### src/rtl/player_input_sampler_pkg.sv
// ==========================================================================
// player_input_sampler_pkg : shared button indices, widths and walk-cancel rule
// Rev 1.0
// ==========================================================================
`default_nettype none

`ifndef SYS_CLK_HZ
`define SYS_CLK_HZ 50000000
`endif

package player_input_sampler_pkg;

  localparam int INPUT_DEPTH = 5;
  localparam int K_BUTTON    = 0;
  localparam int B_BUTTON    = 1;
  localparam int G_BUTTON    = 2;
  localparam int WB_BUTTON   = 3;
  localparam int WF_BUTTON   = 4;

  // 5 ms debounce window at the board clock rate
  localparam int DEBOUNCE_DEFAULT = `SYS_CLK_HZ / 200;

  typedef logic [INPUT_DEPTH-1:0] buttons_t;

  function automatic buttons_t walk_cancel(input buttons_t src);
    buttons_t res;
    res = src;
    if (src[WF_BUTTON] && src[WB_BUTTON]) begin
      res[WF_BUTTON] = 1'b0;
      res[WB_BUTTON] = 1'b0;
    end
    return res;
  endfunction

endpackage

`default_nettype wire

### src/rtl/button_debouncer.sv
// ==========================================================================
// button_debouncer : synchroniser + consecutive-disagreement counter for one pin
// Option: BUTTON_PRESS_LATCH_EN adds rise_o. Rev 1.0
// ==========================================================================
`default_nettype none

module button_debouncer
  import player_input_sampler_pkg::*;
#(
  parameter int DEBOUNCE_CYCLES = 250000,
  parameter int SYNC_STAGES     = 2
) (
  input  logic clk_i,
  input  logic rst_ni,
  input  logic pressed_async_i,
`ifdef BUTTON_PRESS_LATCH_EN
  output logic rise_o,
`endif
  output logic stable_o
);

  localparam int                 c_CNT_W    = $clog2(DEBOUNCE_CYCLES + 1);
  localparam logic [c_CNT_W-1:0] c_CNT_LAST = c_CNT_W'(DEBOUNCE_CYCLES - 1);

  logic [SYNC_STAGES-1:0] sync_q;
  logic [c_CNT_W-1:0]     cnt_q, cnt_d;
  logic                   stable_q, stable_d;
  logic                   w_pressed_sync;

  assign w_pressed_sync = sync_q[SYNC_STAGES-1];

  // Flip on the last disagreeing cycle; any agreement restarts the count
  always_comb begin
    cnt_d    = '0;
    stable_d = stable_q;
    if (w_pressed_sync != stable_q) begin
      if (cnt_q == c_CNT_LAST) begin
        stable_d = w_pressed_sync;
      end else begin
        cnt_d = cnt_q + c_CNT_W'(1);
      end
    end
  end

  always_ff @(posedge clk_i or negedge rst_ni) begin
    if (!rst_ni) begin
      sync_q   <= '0;
      cnt_q    <= '0;
      stable_q <= 1'b0;
    end else begin
      sync_q   <= {sync_q[SYNC_STAGES-2:0], pressed_async_i};
      cnt_q    <= cnt_d;
      stable_q <= stable_d;
    end
  end

  assign stable_o = stable_q;
`ifdef BUTTON_PRESS_LATCH_EN
  assign rise_o = stable_d & ~stable_q;
`endif

endmodule

`default_nettype wire

### src/rtl/player_input_sampler.sv
// ==========================================================================
// player_input_sampler : per-frame debounced button snapshot for one player
// Option: BUTTON_PRESS_LATCH_EN (sticky press latch per button). Rev 1.0
// ==========================================================================
`default_nettype none

module player_input_sampler
  import player_input_sampler_pkg::*;
#(
  parameter int DEBOUNCE_CYCLES = DEBOUNCE_DEFAULT,
  parameter int SYNC_STAGES     = 2,
  parameter int RAW_ACTIVE_LOW  = 1
) (
  input  logic                   sys_clk,
  input  logic                   sys_rst_n,
  input  logic [INPUT_DEPTH-1:0] raw_buttons,
  input  logic                   frame_clk,
  output logic [INPUT_DEPTH-1:0] player_buttons,
  output logic                   buttons_valid,
  output logic                   frame_strobe
);

  localparam logic c_PIN_INVERT = (RAW_ACTIVE_LOW != 0);

  buttons_t               w_pressed_async, w_stable, w_source, w_filtered;
  logic [SYNC_STAGES-1:0] frame_sync_q;
  logic                   frame_hist_q;
  logic                   w_frame_strobe;
  buttons_t               buttons_q, buttons_d;
  logic                   valid_q, valid_d;
`ifdef BUTTON_PRESS_LATCH_EN
  buttons_t               w_rise, latch_q, latch_d;
`endif

  // Inverting ahead of the synchroniser lets reset mean "released" for either polarity
  assign w_pressed_async = raw_buttons ^ {INPUT_DEPTH{c_PIN_INVERT}};

  generate
    for (genvar i = 0; i < INPUT_DEPTH; i++) begin : g_btn
      button_debouncer #(
        .DEBOUNCE_CYCLES (DEBOUNCE_CYCLES),
        .SYNC_STAGES     (SYNC_STAGES)
      ) u_debouncer (
        .clk_i           (sys_clk),
        .rst_ni          (sys_rst_n),
        .pressed_async_i (w_pressed_async[i]),
`ifdef BUTTON_PRESS_LATCH_EN
        .rise_o          (w_rise[i]),
`endif
        .stable_o        (w_stable[i])
      );
    end
  endgenerate

  assign w_frame_strobe = frame_sync_q[SYNC_STAGES-1] & ~frame_hist_q;

`ifdef BUTTON_PRESS_LATCH_EN
  // A rise in the snapshot cycle is not in this snapshot, so it must survive the clear
  always_comb begin
    latch_d = w_frame_strobe ? '0 : latch_q;
    latch_d = latch_d | w_rise;
  end

  always_ff @(posedge sys_clk or negedge sys_rst_n) begin
    if (!sys_rst_n) begin
      latch_q <= '0;
    end else begin
      latch_q <= latch_d;
    end
  end

  assign w_source = w_stable | latch_q;
`else
  assign w_source = w_stable;
`endif

  assign w_filtered = walk_cancel(w_source);

  always_comb begin
    buttons_d = buttons_q;
    valid_d   = w_frame_strobe;
    if (w_frame_strobe) begin
      buttons_d = w_filtered;
    end
  end

  always_ff @(posedge sys_clk or negedge sys_rst_n) begin
    if (!sys_rst_n) begin
      frame_sync_q <= '0;
      frame_hist_q <= 1'b0;
      buttons_q    <= '0;
      valid_q      <= 1'b0;
    end else begin
      frame_sync_q <= {frame_sync_q[SYNC_STAGES-2:0], frame_clk};
      frame_hist_q <= frame_sync_q[SYNC_STAGES-1];
      buttons_q    <= buttons_d;
      valid_q      <= valid_d;
    end
  end

  assign player_buttons = buttons_q;
  assign buttons_valid  = valid_q;
  assign frame_strobe   = w_frame_strobe;

endmodule

`default_nettype wire

### config.mk
export PLATFORM = sky130hd
export DESIGN_NAME = player_input_sampler
export DESIGN_NICKNAME = d
export VERILOG_FILES = /design/src/rtl/player_input_sampler_pkg.sv /design/src/rtl/button_debouncer.sv /design/src/rtl/player_input_sampler.sv
export SDC_FILE = /design/constraint.sdc
export NUM_CORES = 1
export LEC_CHECK = 0
export ABC_AREA = 1
export BUFFER_PORTS_ARGS = -buffer_cell sky130_fd_sc_hd__buf_2
export CAP_MARGIN = 0
export CORE_UTILIZATION = 60
export DETAILED_ROUTE_END_ITERATION = 7
export PLACE_DENSITY = 0.77
export RECOVER_POWER = 100
export SKIP_CTS_REPAIR_TIMING = 1
export SLEW_MARGIN = 10
export SYNTH_ARGS = -nofsm -noshare
export SYNTH_HDL_FRONTEND = slang
export SYNTH_SLANG_ARGS = --single-unit
### constraint.sdc
create_clock -name sys_clk -period 1.95 [get_ports sys_clk]
set_clock_uncertainty 0.15 [all_clocks]
set_input_delay 0.2925 -clock sys_clk [delete_from_list [all_inputs] [get_ports sys_clk]]
set_output_delay 0.2925 -clock sys_clk [all_outputs]
set_load 0.02 [all_outputs]
# Yosys cells after proc, flatten, opt, wreduce, memory -nomap -nowiden
# Index checks and enable logic that the tools add are counted.
word_totals:
  output_inout_bits: 7
  elab_cells: 54
  in_bits: 8
  register_bits: 114
classes:
  n_addsub: 5
  muxes: 11
  eq_ne: 10
  n_reduce_logical: 6
  bitwise_logic: 3
op_table:
  columns: ["operator", "count"]
  rows:
  - ["two-way mux 18 bit", 10]
  - ["adder 18 x 1 -> 18 bit (second input constant)", 5]
  - ["== test 18 bit (second input constant)", 5]
  - ["AND reduction 2 bit", 5]
  - ["inequality test 1 bit", 5]
  - ["inverter 5 bit", 1]
  - ["two-way mux 2 bit", 1]
  - ["AND 1 bit", 1]
  - ["logical AND 1 bit", 1]
  - ["inverter 1 bit", 1]

# Logic depth before layout (Yosys ltp)
logic_depth:
  ltp_word: 3
  depth_mapped: 9
  ltp_nobuf: 9

# Cells and area by module
# A second synthesis with hierarchy kept.
unflattened:
  hier_cells: 752
  area_unflattened_um2: 6020.8
modules_own_cells:
  columns: ["mod", "seq_area_each_um2", "cells_each", "instances", "area_per_inst_um2"]
  rows:
  - ["button_debouncer", 525.5, 143, 5, 1136.1]
  - ["player_input_sampler", 225.2, 37, 1, 340.3]

# Worst setup path before layout
# Ideal clock, no wire load.
synth_path:
  path_kind: "reg2reg"
  start: "register g_btn[0].u_debouncer.cnt_q[0]"
  end: "register g_btn[0].u_debouncer.cnt_q[12]"
  period_less_slack_ns: 1.465
  path_buffers: 0
  arrival_ns: 1.196
  setup_time_ns: 0.119
  path_slack_ns: 0.485
  required_time_ns: 1.681
  path_stages_with_launch: 9
  path_cell_list: "dfrtp_1 ha_1 nand2_2 nor2_4 inv_2 nor2_4 nand3_2 nand2_2 nor2_2"
synth_between:
  elab_chain_len: 3
  elab_cells_between_ends: 4
  classes_between: "1 x add/sub; 1 x eq/ne; 2 x mux"
synth_lines:
  columns: ["element", "line", "text"]
  rows:
  - ["from (decl)", "button_debouncer.sv:26", "logic [c_CNT_W-1:0] cnt_q, cnt_d;"]
  - ["from (signal assigned)", "button_debouncer.sv:52", "cnt_q <= cnt_d;"]
  - ["adder 18 x 1 -> 18 bit or == test 18 bit (tied branches)", "button_debouncer.sv:40, button_debouncer.sv:37", null]
  - ["two-way mux 18 bit *", "button_debouncer.sv:37", "if (cnt_q == c_CNT_LAST) begin"]
  - ["two-way mux 18 bit *", "button_debouncer.sv:36", "if (w_pressed_sync != stable_q) begin"]
  - ["net g_btn[0].u_debouncer.cnt_d[12]", "button_debouncer.sv:26", null]
# The timed path passes the listed nets; every way through them passes the cells marked *.
# A chain may end at the register's enable or synchronous reset.

# Worst setup path after layout
layout_path:
  start: "register frame_sync_q[1]"
  end: "output port frame_strobe"
layout_between:
  elab_chain_len: 1
layout_lines:
  columns: ["element", "line", "text"]
  rows:
  - ["from (decl)", "player_input_sampler.sv:26", "logic [SYNC_STAGES-1:0] frame_sync_q;"]
  - ["from (signal assigned)", "player_input_sampler.sv:94", "frame_sync_q <= {frame_sync_q[SYNC_STAGES-2:0], frame_clk};"]
  - ["AND 1 bit", "player_input_sampler.sv:55", "assign w_frame_strobe = frame_sync_q[SYNC_STAGES-1] & ~frame_hist_q;"]
  - ["to (decl)", "player_input_sampler.sv:20", "output logic frame_strobe"]
# No other way between the ends.

==> results.py <==
metrics = {
    "finish": {
        "layout.area.seq_um2": 2850,
        "areaGrowthSynthToFinish_pct": 14.5,
        "layout.filler_cells": 711,
        "drive_above_1_share_pct": 11.8,
        "multiInputGateArea_um2": 2670,
        "insertedDiodeCount": 0,
        "final_core_utilization_pct": 71.9,
        "layout.cell_area.non_filler_um2": 6700,
        "final_nets": 754,
    },
    "setup_path": {
        "reg2regPathDepth": 6,
        "setup.worst_path.class": "register to primary output",
        "r2r_end": "g_btn[3].u_debouncer.cnt_q[3]",
        "critical_path.slowest_cell": "dfrtp_1",
        "slowest_delay_ps": 340,
        "reg2reg_slack_ps": 170,
        "worst_endpoint_data_arrival_time_ps": 1400,
        "critical_path.startpoint_type": "register",
        "worst-path-max-fanout": 5,
        "timing.critical_path.required_ps": 1510,
        "crit_path_cell_trace": "inv_1 -> nor2_1 -> buf_2",
        "critPathCaptureType": "primary output",
        "timing.rr.start": "g_btn[3].u_debouncer.cnt_q[0]",
    },
    "timing": {
        "report.final.hold_viol_count": 0,
        "tightest_slew_ps": 1220,
        "relative_max_transition_margin_pct": 18.6,
        "fin_worst_hold_slack_ps": 198,
        "final-setup-viol-count": 0,
        "grt_setup_unrepaired": "false",
        "tns_ps": 0,
        "final_period_minus_worst_setup_slack_ps": 1840,
        "maximum_clock_rate_mhz": 544,
        "post-route-period-util_pct": 94.3,
        "final_max_slew_viol_count": 0,
    },
    "detailed_routing": {
        "detailroute.via_count": 4585,
        "final_antenna_net_count": 0,
        "detail_route.wl_per_cell_um": 13.3,
        "firstDrtPassIters": 6,
        "dr.first_iter.drc_count": 174,
        "viasPerCell": 5.19,
        "drcViolationCount": 0,
        "totalWireLength_um": 11800,
    },
    "synth": {
        "netlist-cell-type-count": 30,
        "ys.warnings.count": 0,
        "synth_top_cell_by_area": "dfrtp_1",
        "syn-num-nets": 711,
        "post-synth-top-count-cell": "nor2_1",
        "area_share_of_and_or_nand_nor_cells_after_synthesis_pct": 34.5,
        "most_frequently_used_flop_master_after_synthesis": "dfrtp_1",
        "post_synth.cell_area_avg_um2": 8.39,
        "muxShareOfSynthArea_pct": 0,
        "synth_compound_area_share_pct": 2.84,
        "synth-async-reset-ratio_pct": 100,
        "synth.cells.most_frequent": "nor2_1 (173), nand2_1 (115), dfrtp_1 (114)",
        "syn-cell-area_um2": 5850,
        "synth_sequential_area_ratio_pct": 48.7,
        "synthDominantCellAreaShare_pct": 48.7,
        "synth_top_cells_by_area": "dfrtp_1 (49%), nor2_1 (11%), nand2_1 (7.4%)",
        "synth_top_family_by_area": "simple AND/OR/NAND/NOR gates",
        "post_synthesis_adder_cell_area_fraction_pct": 1.07,
        "synthCells": 698,
        "synth-edff-count": 0,
        "synth_seq_cells": 114,
        "xor_and_xnor_fraction_of_the_mapped_netlist_area_pct": 8.57,
    },
    "floorplan": {
        "rows": 35,
        "coreArea_um2": 9330,
        "die_height_um": 101,
        "initial_core_util_pct": 62.7,
        "ioPinCount": 15,
        "die-area_um2": 10200,
        "chip_width_um": 101,
    },
    "run": {
        "max_cap_viol_count": 0,
    },
    "place": {
        "hpwl_reported_at_the_end_of_detailed_placement_um": 8090,
        "routabilityCongestion": 0.934,
        "post_dp_cell_area_um2": 6140,
        "portBuffers": 14,
    },
    "min_path": {
        "hold_path.startpoint": "frame_sync_q[0]",
        "whs_endpoint": "frame_sync_q[1]",
        "classification_of_the_worst_slack_hold_path": "register to register",
        "hold_depth": 0,
    },
    "grt": {
        "antenna_violations_before_repair": 0,
        "grt_pass1_wl_um": 20000,
        "via_count_of_the_first_global_routing_pass": 4392,
        "grt_overflow": 0,
        "grt_start_max_net_pins": 34,
        "grtUsageTotal_pct": 26.0,
    },
    "cts": {
        "clk-insertion-delay-late_ps": 530,
        "clock_tree.buffer_depth": 2,
        "cts_htree_levels": 4,
        "tritoncts": "done",
        "clock_sink_count": 114,
        "cts-root-buf": "clkbuf_8",
        "clk_pin_slew_ps": 60,
        "cts-buffers-inserted": 17,
    },
    "power": {
        "power.total_uw": 5690,
        "vdd_drop_max_mv": 0.965,
        "leakagePower_uw": 0.00280,
        "powerDensity_nw_per_um2": 850,
    },
    "status": {
        "status": "complete, no violations",
    },
}
sequential cells by signal, indices dropped and copies added, names as in the netlist:
signal and flops:
frame_hist_q 1, g_btn.u_debouncer.stable_o 5, player_buttons 5, g_btn.u_debouncer.cnt_q 90, buttons_valid 1, g_btn.u_debouncer.sync_q 10, frame_sync_q 2
where the power goes:
part | internal, uW | leakage (uW) | switching [uW]
registers | 2410 | 0.00155 | 30.3
clock network | 1950 | 0.000277 | 1130
logic | 56.8 | 0.000975 | 123
total | 4410 | 0.00280 | 1280
per-stage QoR:
stage / cells / setup WS [ps]
after floorplan: 698 / 485
after global placement: 844 / 375
after detailed placement: 844 / 305
after CTS: 876 / 81.3
after global routing: 883 / 12.1
final: 883 / 111
cells by family after synthesis:
group | after synthesis
AND/OR/NAND/NOR | 429
flip-flops | 114
buffers and inverters | 66
XOR/XNOR | 53
AO/OA/AOI/OAI | 31
adder cells (fa/ha/maj) | 5
worst max-delay path: cells and delay by family (launching register included):
| kind | cells | cell delay, ps |
|---|---|---|
| flops | 1 | 340 |
| simple gates | 1 | 260 |
| buf+inv | 2 | 270 |
layout by cell type (no fill, tap or decap), types with 8 or more instances in the layout:
cell,netlist,routed
xor2_1,32,37
clkbuf_16,0,16
nand2_2,13,10
nor2_4,17,15
xnor2_1,16,16
inv_1,53,60
a21oi_1,13,13
nand4_1,9,9
o21ai_1,8,8
dfrtp_1,114,114
nand3_1,61,64
nor2_2,12,10
nand2_1,115,118
clkbuf_1,0,8
nor2_1,173,177
worst max path at each step:
stage / start / end / slack [ps] / depth (start not counted)
detailed placement: g_btn[4].u_debouncer.cnt_q[0] / g_btn[4].u_debouncer.cnt_q[12] / 310 / 8
global route: frame_sync_q[1] / frame_strobe / 10 / 3
global placement: g_btn[0].u_debouncer.cnt_q[0] / g_btn[0].u_debouncer.cnt_q[0] / 380 / 8
CTS: frame_hist_q / frame_strobe / 80 / 2
floorplan: g_btn[0].u_debouncer.cnt_q[0] / g_btn[0].u_debouncer.cnt_q[12] / 490 / 8
finish: frame_sync_q[1] / frame_strobe / 110 / 3
per-layer routing:
layer / track usage [%] / vias up / routed length (um)
li1: - / 2293 / -
met1: 33.9 / 2201 / 5430
met2: 41.6 / 80 / 5780
met3: 6.52 / 11 / 437
met4: 10.9 / 0 / 119
met5: 0 / - / 0
layout make-up:
cell class / instances / area share, %
Clock inverter: 15 / 2.71
Tap cell: 129 / 2.41
Clock buffer: 17 / 6.18
Inverter: 65 / 3.66
Timing Repair Buffer: 25 / 2.73
Multi-Input combinational cell: 518 / 39.8
Sequential cell: 114 / 42.6
No activity file was read; power rests on OpenSTA's default activity.
